**src/rtl/lc3b_pkg.sv**
```systemverilog
// Shared LC-3b memory-interface definitions: FSM encoding, byte enables, size codes.
// Pure declarations, no logic.
// Optional feature macro used by importers: LC3B_MEM_UNALIGNED_TRAP_EN.
package lc3b_pkg;

  typedef enum logic [1:0] {
    ST_IDLE = 2'd0,
    ST_REQ  = 2'd1,
    ST_WAIT = 2'd2,
    ST_DONE = 2'd3
  } state_t;

  localparam logic [1:0] BE_WORD = 2'b11;
  localparam logic [1:0] BE_LO   = 2'b01;
  localparam logic [1:0] BE_HI   = 2'b10;

  localparam logic SIZE_BYTE = 1'b0;
  localparam logic SIZE_WORD = 1'b1;

  // Byte enables for an access of the given size at the given address LSB.
  function automatic logic [1:0] be_for(input logic size, input logic a0);
    return (size == SIZE_WORD) ? BE_WORD : (a0 ? BE_HI : BE_LO);
  endfunction

endpackage

```
**src/rtl/lc3b_byte_sext.sv**
```systemverilog
// Byte-select and sign-extend of a 16-bit memory word (GateMDR / load path).
// Latency: combinational, 0 cycles.
// Backpressure: none, pure function of its inputs.
import lc3b_pkg::*;

module lc3b_byte_sext (
  input  logic [15:0] data_i,
  input  logic        size_i,
  input  logic        a0_i,
  output logic [15:0] data_o
);

  logic [7:0] byte_sel;

  // Pick the addressed byte and sign-extend it unless this is a word access.
  always_comb begin
    byte_sel = a0_i ? data_i[15:8] : data_i[7:0];
    if (size_i == SIZE_WORD) begin
      data_o = data_i;
    end else begin
      data_o = {{8{byte_sel[7]}}, byte_sel};
    end
  end

endmodule

```
**src/rtl/lc3b_mem_if.sv**
```systemverilog
// LC-3b memory-interface stage: MAR/MDR plus the multi-cycle request/ready handshake.
// Latency: mio_en sampled in IDLE -> r after 3 + N edges (N = WAIT cycles before mem_ready).
// Backpressure: holds mem_req until mem_ready or MAX_WAIT timeout; LC3B_MEM_UNALIGNED_TRAP_EN adds the unaligned trap.
import lc3b_pkg::*;

module lc3b_mem_if #(
  parameter int unsigned MAX_WAIT = 15
) (
  input  logic        clk,
  input  logic        rst_n,
  input  logic [15:0] bus_in,
  input  logic        ld_mar,
  input  logic        ld_mdr,
  input  logic        mio_en,
  input  logic        r_w,
  input  logic        data_size,
  input  logic [15:0] mem_rdata,
  input  logic        mem_ready,
  output logic [15:0] mar,
  output logic [15:0] mdr_gate,
  output logic        mem_req,
  output logic        mem_we,
  output logic [15:0] mem_addr,
  output logic [15:0] mem_wdata,
  output logic [1:0]  mem_be,
  output logic        r,
`ifdef LC3B_MEM_UNALIGNED_TRAP_EN
  output logic        unaligned,
`endif
  output logic        mem_err
);

  localparam logic [7:0] CNT_LAST = 8'(MAX_WAIT - 1);

  state_t      state_q, state_d;
  logic [15:0] mar_q;
  logic [15:0] mdr_q;
  logic [15:0] acc_addr_q;
  logic        acc_we_q;
  logic        acc_size_q;
  logic        acc_a0_q;
  logic [7:0]  cnt_q;
  logic        err_q;
  logic        start;
  logic        timeout;
`ifdef LC3B_MEM_UNALIGNED_TRAP_EN
  logic        trap;
  logic        unal_q;
`endif

  // State register; reset drops any in-flight access immediately.
  always_ff @(posedge clk or negedge rst_n) begin
    if (!rst_n) state_q <= ST_IDLE;
    else        state_q <= state_d;
  end

  // Next-state logic; mio_en only matters in IDLE, completion beats timeout.
  always_comb begin
    state_d = state_q;
    start   = 1'b0;
    timeout = 1'b0;
`ifdef LC3B_MEM_UNALIGNED_TRAP_EN
    trap    = 1'b0;
`endif
    case (state_q)
      ST_IDLE: begin
        if (mio_en) begin
          start   = 1'b1;
          state_d = ST_REQ;
`ifdef LC3B_MEM_UNALIGNED_TRAP_EN
          if (data_size == SIZE_WORD && mar_q[0]) begin
            trap    = 1'b1;
            state_d = ST_DONE;
          end
`endif
        end
      end
      ST_REQ:  state_d = ST_WAIT;
      ST_WAIT: begin
        if (mem_ready) begin
          state_d = ST_DONE;
        end else if (cnt_q == CNT_LAST) begin
          state_d = ST_DONE;
          timeout = 1'b1;
        end
      end
      default: state_d = ST_IDLE;
    endcase
  end

  // Datapath registers: MAR, MDR, latched access attributes, wait counter, error flag.
  always_ff @(posedge clk or negedge rst_n) begin
    if (!rst_n) begin
      mar_q      <= 16'h0000;
      mdr_q      <= 16'h0000;
      acc_addr_q <= 16'h0000;
      acc_we_q   <= 1'b0;
      acc_size_q <= 1'b0;
      acc_a0_q   <= 1'b0;
      cnt_q      <= 8'h00;
      err_q      <= 1'b0;
    end else begin
      if (ld_mar) mar_q <= bus_in;
      if (ld_mdr && !mio_en) begin
        mdr_q <= (data_size == SIZE_WORD) ? bus_in : {bus_in[7:0], bus_in[7:0]};
      end else if (state_q == ST_WAIT && mem_ready && !acc_we_q && ld_mdr) begin
        mdr_q <= mem_rdata;
      end
      if (start) begin
        acc_addr_q <= mar_q;
        acc_we_q   <= r_w;
        acc_size_q <= data_size;
        acc_a0_q   <= mar_q[0];
      end
      cnt_q <= (state_q == ST_WAIT) ? cnt_q + 8'd1 : 8'h00;
      if (timeout) err_q <= 1'b1;
    end
  end

`ifdef LC3B_MEM_UNALIGNED_TRAP_EN
  // One-cycle unaligned flag, aligned with the DONE cycle of a trapped access.
  always_ff @(posedge clk or negedge rst_n) begin
    if (!rst_n) unal_q <= 1'b0;
    else        unal_q <= trap;
  end
  assign unaligned = unal_q;
`endif

  // Moore outputs decoded from registered state; address stays latched while busy.
  always_comb begin
    mem_req   = (state_q == ST_REQ) || (state_q == ST_WAIT);
    mem_we    = ((state_q == ST_REQ) || (state_q == ST_WAIT)) && acc_we_q;
    mem_be    = ((state_q == ST_REQ) || (state_q == ST_WAIT)) ? be_for(acc_size_q, acc_a0_q) : 2'b00;
    r         = (state_q == ST_DONE);
    mem_addr  = (state_q == ST_IDLE) ? mar_q : acc_addr_q;
    mem_wdata = mdr_q;
    mar       = mar_q;
    mem_err   = err_q;
  end

  lc3b_byte_sext u_sext (
    .data_i (mdr_q),
    .size_i (data_size),
    .a0_i   (mar_q[0]),
    .data_o (mdr_gate)
  );

endmodule

```
**config.mk**
```make
export PLATFORM = sky130hd
export DESIGN_NAME = lc3b_mem_if
export DESIGN_NICKNAME = d
export VERILOG_FILES = /design/src/rtl/lc3b_pkg.sv /design/src/rtl/lc3b_byte_sext.sv /design/src/rtl/lc3b_mem_if.sv
export SDC_FILE = /design/constraint.sdc
export NUM_CORES = 1
export LEC_CHECK = 0
export ABC_AREA = 1
export CAP_MARGIN = 30
export CORE_MARGIN = 2
export CORE_UTILIZATION = 45
export DETAILED_ROUTE_END_ITERATION = 10
export PLACE_DENSITY_LB_ADDON = 0.25
export SYNTH_ARGS = -nofsm -noshare
export SYNTH_HDL_FRONTEND = slang
export SYNTH_SLANG_ARGS = --single-unit
```
**constraint.sdc**
```tcl
create_clock -name clk -period 3.9 [get_ports clk]
set_input_delay 0.78 -clock clk [delete_from_list [all_inputs] [get_ports clk]]
set_output_delay 0.78 -clock clk [all_outputs]
set_load 0.01 [all_outputs]
```
==> summary.json, run 1 <==
{
  "timing.hold.ws_ps": 394,
  "power_frac_clock_pct": 20.9,
  "min_tclk_post_route_ps": 3500,
  "detailroute.via_count": 2922,
  "grt_pass1_wl_mm": 13.4,
  "wl_per_cell_um": 13.9,
  "floorplan.rows": 30,
  "cts_resized": 0,
  "drt_first_iter_violations": 184,
  "critical_path.max_stage_delay_ps": 560,
  "critical_path.startpoint_type": "input pin",
  "dp.final_hpwl_mm": 6.12,
  "critical_path_required_ps": 3120,
  "timing.critical_path.arrival_ps": 2720,
  "rsz0062_at_grt": "false",
  "avgSynthCellArea_um2": 7.72,
  "mostFrequentLayoutCells": "nand2_1 (117), clkdlybuf4s50_1 (108), o21ai_0 (89), dfrtp_1 (61), inv_1 (49)",
  "sequentialPowerShare_pct": 33.4,
  "power.internal_mw": 1.75,
  "timing.final.setup_violations": 0,
  "io_pins": 110,
  "dp_cells": 574,
  "synthesis.yosys.warnings": 0,
  "setup.worst_path.class": "input pin to output port",
  "syn-num-nets": 447,
  "worst_pin_slew_ps": 844,
  "power_per_cell_area_nw_per_um2": 612,
  "clk_root_buffer_cell": "clkbuf_8",
  "p_leak_nw": 2.05,
  "floorplan.die.height_um": 87.0,
  "ys_ff_latch": 61,
  "critical_path_capture_point_type": "output port",
  "cpMaxStageDelayCell": "clkdlybuf4s50_1",
  "cts-buffers-inserted": 9,
  "fp.coreArea_um2": 6720,
  "chipWidth_um": 87.0,
  "switching_fraction_pct": 35.8,
  "ctsHoldBuffers": 0,
  "grt_max_degree": 36,
  "total_congestion_overflow": 0,
  "path_common_cell": "clkdlybuf4s50_1",
  "grt_pass1_vias": 2713,
  "fin_tns_setup_ps": 0,
  "initial_utilization_pct": 46.1,
  "final_max_slew_viols": 0,
  "grt.total_usage_pct": 23.0,
  "cp_cell_sequence": "clkdlybuf4s50_1 > inv_2 > nand2_1 > o21ai_0 > clkdlybuf4s50_1",
  "drtPass1Iterations": 4,
  "antenna_cells": 0,
  "netlist_instances": 401,
  "drc_violation_count_after_routing": 0,
  "clock-sinks": 61,
  "timing.critical_path.fanout_max": 27,
  "cap_viol_max_count": 0,
  "die_area_um2": 7560,
  "stdcell_count": 591,
  "final_hold_viol_count": 0,
  "drive_gt1_share_pct": 6.07,
  "drt.antenna.violating_nets": 0,
  "syn_to_final_growth_pct": 43.8,
  "routed_wl_mm": 8.19,
  "cts_htree_levels": 3,
  "detail_route.vias_per_cell": 4.94,
  "worst_case_vdd_ir_drop_mv": 0.309,
  "fmaxAchievable_ghz": 0.286,
  "power.switching_mw": 0.975,
  "run_status": "completed",
  "pwr-share-comb_pct": 45.7,
  "numPortBuffers": 109,
  "worst_slew_margin_rel_pct": 43.7,
  "clock_path_buffers": 2,
  "netlist_area_um2": 3100,
  "final_worst_path_period_share_pct": 89.6,
  "holdCritPathClass": "input pin to asynchronous set/reset pin",
  "clock_skew_ps": 8.75,
  "ys_seq_area_share_pct": 49.3,
  "grt_antenna_before_repair": 0,
  "nNetsFinal": 552,
  "commonest_non_fill_non_tap_cell_in_the_layout": "nand2_1",
  "final_weighted_congestion_in_routability_driven_placement": 0.843,
  "post-cts-setup-buffers": 0,
  "synth_cell_types": 23,
  "cts.clk_slew.worst_paths_ps": 70,
  "insertion_delay_ps": 340,
  "tritoncts": "yes"
}
[through the flow]
stage	area [um^2]	power (mW)	setup slack [ps]	util (%)
floorplan	3100	1.50	1670	-
global placement	4190	2.12	524	62.4
detailed placement	4230	2.15	423	62.9
CTS	4430	2.72	416	65.9
global route	4450	2.92	242	66.3
finish	4450	2.72	404	66.3
[state kept, by name (all words and copies together) (netlist names)]
signal and flops:
acc_size_q 1, mem_wdata 16, mar 16, state_q 2, cnt_q 8, acc_we_q 1, mem_err 1, acc_addr_q 16
[cell usage after synthesis]
master    number  area (um^2)
nand3_1        5         25.0
nand2_1      117          439
inv_2          1         3.75
buf_6          1         11.3
o21ai_4        1         16.3
buf_2          2         10.0
o31ai_1        1         7.51
xor2_1         1         8.76
o21ai_0       89          445
ha_1           6         75.1
o21ai_1        5         25.0
inv_1         49          184
a21oi_1        9         45.0
buf_4          5         37.5
dfrtp_1       61         1530
clkbuf_1      11         41.3
o21bai_1       2         15.0
nor2_1        26         97.6
mux2_2         1         11.3
nand4_1        1         6.26
nand3_2        1         10.0
a21oi_2        5         43.8
nor2_4         1         11.3
[final timing paths]
path                            start             to  slack (ps)  cells past startpoint
setup / recovery            data_size    mdr_gate[6]         400                      5
hold / removal                  rst_n  acc_addr_q[1]         390                      1
setup reg to reg           state_q[0]  mem_wdata[15]        1970                      6
hold reg to reg               mem_err        mem_err         470                      2
max in group asynchronous       rst_n   mem_wdata[7]        2730                      3
min in group clk              mem_err        mem_err         470                      2
[area by class of cell]
type / count / area [um^2]
Clock inverter: 6 / 62.6
Timing Repair Buffer: 113 / 1160
Multi-Input combinational cell: 271 / 1280
Clock buffer: 10 / 138
Tap cell: 80 / 100
Inverter: 50 / 188
Sequential cell: 61 / 1530
Fill cell: 579 / 2270
[cells by family (layout without fill, tap and decap cells)]
logic type      count (synthesis)  after routing  synth area share (%)
simple gates                  151            151                  19.0
flops                          61             61                  49.3
compound gates                112            112                  19.3
buf+inv                        69            179                  9.29
fa+ha+maj                       6              6                  2.42
xor+xnor                        1              1                 0.283
mux                             1              1                 0.364
[power by group through the flow]
stage	sequential (mW)	clock, mW	combinational, mW
final	0.909	0.569	1.25
after floorplan	0.924	0	0.574
after global placement	0.912	0	1.21
after CTS	0.909	0.578	1.24
after global routing	0.933	0.608	1.38
after detailed placement	0.918	0	1.23
[critical path, delay by kind of cell]
kind                   cells  cell delay, ps
buffers and inverters      3            1310
AO/OA/AOI/OAI              1             270
AND/OR/NAND/NOR            1             350
[per-layer routing]
layer  up-vias  track usage (%)  share of wire [%]  wire length, um
li1       1482                -                  -                -
met1      1342             29.4                 43             3500
met4         0             8.38                1.6              133
met2        82             37.5                 49             4040
met5         -                0                  0                0
met3        16             6.16                6.2              509
Note: power is estimated with default switching activity, not from simulation.
==> run 2, diff against run 1 <==
==> constraint.sdc (replaced) <==
create_clock -name clk -period 4 [get_ports clk]
set_input_delay 0.8 -clock clk [delete_from_list [all_inputs] [get_ports clk]]
set_output_delay 0.8 -clock clk [all_outputs]
set_load 0.01 [all_outputs]
==> run 2 against run 1 <==
Setup slack gained 78 ps. Final cell count is the same. Die area is the same. Wire length grew 1.7%. Global-route usage grew 0.15 points. Sequential share of layout area is the same. Non-clock buffer count is the same. Sequential power shrank 2.6%. Via count grew 1.5%. First-iteration DRC count shrank 21%. Largest power group unchanged.
==> summary.json, run 2 (synthesized netlist as in run 1, its figures left out) <==
{
  "drive_gt1_share": {"value": 6.07, "unit": "%", "change": "unchanged"},
  "setup.worst_path.class": "input pin to output port",
  "power_per_cell_area": {"value": 597, "unit": "nW/um^2", "change": "-2.3%"},
  "commonest_non_fill_non_tap_cell_in_the_layout": "nand2_1",
  "detail_route.vias_per_cell": {"value": 5.02, "change": "+1.5%"},
  "critical_path.startpoint_type": "input pin",
  "worst_case_vdd_ir_drop": {"value": 0.310, "unit": "mV", "change": "+0.33%"},
  "io_pins": {"value": 110, "change": "unchanged"},
  "fin_tns_setup": {"value": 0, "unit": "ps", "change": "unchanged"},
  "detailroute.via_count": {"value": 2967, "change": "+1.5%"},
  "holdCritPathClass": "input pin to asynchronous set/reset pin",
  "timing.critical_path.fanout_max": {"value": 27, "change": "unchanged"},
  "initial_utilization": {"value": 46.1, "unit": "%", "change": "unchanged"},
  "worst_slew_margin_rel": {"value": 44.9, "unit": "%", "change": "+1.2 points"},
  "final_weighted_congestion_in_routability_driven_placement": {"value": 0.842, "change": "about the same"},
  "floorplan.die.height": {"value": 87.0, "unit": "um", "change": "unchanged"},
  "footprint_of_the_multi_input_gates": {"value": 1280, "unit": "um^2", "change": "unchanged"},
  "worst_pin_slew": {"value": 826, "unit": "ps", "change": "-18.3 ps"},
  "final_max_slew_viols": {"value": 0, "change": "unchanged"},
  "rsz0062_at_grt": "false",
  "cts_htree_levels": {"value": 3, "change": "unchanged"},
  "fp.coreArea": {"value": 6720, "unit": "um^2", "change": "unchanged"},
  "regToRegSetupSlack": {"value": 2080, "unit": "ps", "change": "+110 ps"},
  "die_area": {"value": 7560, "unit": "um^2", "change": "unchanged"},
  "sequential_cell_area_in_the_final_layout": {"value": 1530, "unit": "um^2", "change": "unchanged"},
  "antenna_cells": {"value": 0, "change": "unchanged"},
  "clock-sinks": {"value": 61, "change": "unchanged"},
  "floorplan.rows": {"value": 30, "change": "unchanged"},
  "timing.hold.ws": {"value": 418, "unit": "ps", "change": "+24.4 ps"},
  "cts_resized": {"value": 0, "change": "unchanged"},
  "cts-buffers-inserted": {"value": 9, "change": "unchanged"},
  "cts.clk_slew.worst_paths": {"value": 70, "unit": "ps", "change": "about the same"},
  "numPortBuffers": {"value": 109, "change": "unchanged"},
  "min_tclk_post_route_ps": 3520,
  "grt.total_usage": {"value": 23.2, "unit": "%", "change": "+0.15 points"},
  "mostFrequentLayoutCells": "nand2_1 (117), clkdlybuf4s50_1 (108), o21ai_0 (89), dfrtp_1 (61), inv_1 (49)",
  "critical_path_required": {"value": 3200, "unit": "ps", "change": "+80 ps"},
  "drtPass1Iterations": {"value": 5, "change": "+1"},
  "post-cts-setup-buffers": {"value": 0, "change": "unchanged"},
  "dp.final_hpwl": {"value": 6.14, "unit": "mm", "change": "+0.26%"},
  "wl_per_cell": {"value": 14.1, "unit": "um", "change": "+1.7%"},
  "clk_root_buffer_cell": "clkbuf_8",
  "grt_max_degree": {"value": 36, "change": "unchanged"},
  "worstSetupStartpoint": "data_size",
  "fmaxAchievable_ghz": 0.284,
  "routed_wl": {"value": 8.32, "unit": "mm", "change": "+1.7%"},
  "grt_pass1_wl": {"value": 13.4, "unit": "mm", "change": "+0.73%"},
  "grt_pass1_vias": {"value": 2774, "change": "+2.2%"},
  "total_congestion_overflow": {"value": 0, "change": "unchanged"},
  "clock_skew": {"value": 10.0, "unit": "ps", "change": "+1.26 ps"},
  "fill_cells": {"value": 573, "change": "-1.0%"},
  "r2r_end": "mem_wdata[15]",
  "ctsHoldBuffers": {"value": 0, "change": "unchanged"},
  "timing.critical_path.arrival": {"value": 2720, "unit": "ps", "change": "about the same"},
  "tritoncts": "yes",
  "timing.final.setup_violations": {"value": 0, "change": "unchanged"},
  "grt_antenna_before_repair": {"value": 0, "change": "unchanged"},
  "total_chip_power": {"value": 2.66, "unit": "mW", "change": "-2.3%"},
  "reg2reg_from": "state_q[0]",
  "drc_violation_count_after_routing": {"value": 0, "change": "unchanged"},
  "syn_to_final_growth": {"value": 43.8, "unit": "%", "change": "unchanged"},
  "p_leak": {"value": 2.05, "unit": "nW", "change": "unchanged"},
  "clock_path_buffers": {"value": 2, "change": "unchanged"},
  "drt_first_iter_violations": {"value": 145, "change": "-21%"},
  "nNetsFinal": {"value": 552, "change": "unchanged"},
  "final_worst_path_period_share_pct": 87.9,
  "cap_viol_max_count": {"value": 0, "change": "unchanged"},
  "critical_path_capture_point_type": "output port",
  "chipWidth": {"value": 87.0, "unit": "um", "change": "unchanged"},
  "insertion_delay": {"value": 340, "unit": "ps", "change": "about the same"},
  "critical_path.endpoint": "mdr_gate[6]",
  "reg2regPathDepth": {"value": 6, "change": "unchanged"},
  "drt.antenna.violating_nets": {"value": 0, "change": "unchanged"},
  "final_hold_viol_count": {"value": 0, "change": "unchanged"},
  "run_status": "completed"
}
-- run 2: cell counts in the layout (fill, tap and decap cells not counted) --
Identical to the previous run, type by type.
-- run 2: worst min path at each step --
stage             start            end  slack, ps  cells past startpoint
3_5_place_dp    mem_err        mem_err        450                      2
3_3_place_gp    mem_err        mem_err        460                      2
5_1_grt           rst_n  acc_addr_q[1]        440                      1
4_1_cts           rst_n        mem_err        430                      1
6_report          rst_n  acc_addr_q[8]        420                      1
2_1_floorplan  cnt_q[0]       cnt_q[0]        450                      1
-- run 2: power breakdown --
| group | switching, mW | total, mW | internal (mW) |
|---|---|---|---|
| clock network | 0.252 | 0.554 | 0.302 |
| logic | 0.594 | 1.22 | 0.627 |
| registers | 0.109 | 0.885 | 0.776 |
| total | 0.954 | 2.66 | 1.70 |
-- run 2: metrics by stage --
| stage | instances | worst slack, ps | utilization [%] | area [um^2] |
|---|---|---|---|---|
| 6_report | 591 | 483 | 66.3 | 4450 |
| 5_1_grt | 591 | 352 | 66.3 | 4450 |
| 4_1_cts | 590 | 504 | 65.9 | 4430 |
| 3_5_place_dp | 574 | 506 | 62.9 | 4230 |
| 3_3_place_gp | 572 | 584 | 62.4 | 4190 |
| 2_1_floorplan | 401 | 1730 | - | 3100 |
-- run 2: area by class of cell --
class                      count  share of cell area [%]
clock buffer                  10                    3.09
clock inverter                 6                    1.40
inverter                      50                    4.21
multi-input combinational    271                    28.8
sequential                    61                    34.3
tap                           80                    2.25
timing repair buffer         113                    26.0
-- run 2: per-layer routing --
metal,vias up,GRT usage [%],wire length [um]
met1,1385,29.4,3560
met5,-,0,0
met2,88,37.6,4110
met4,0,8.52,152
li1,1481,-,-
met3,13,6.73,502
-- run 2: worst max-delay path, stage by stage --
cell	delay, ps
clkdlybuf4s50_1	440
inv_2	320
nand2_1	340
o21ai_0	250
clkdlybuf4s50_1	560
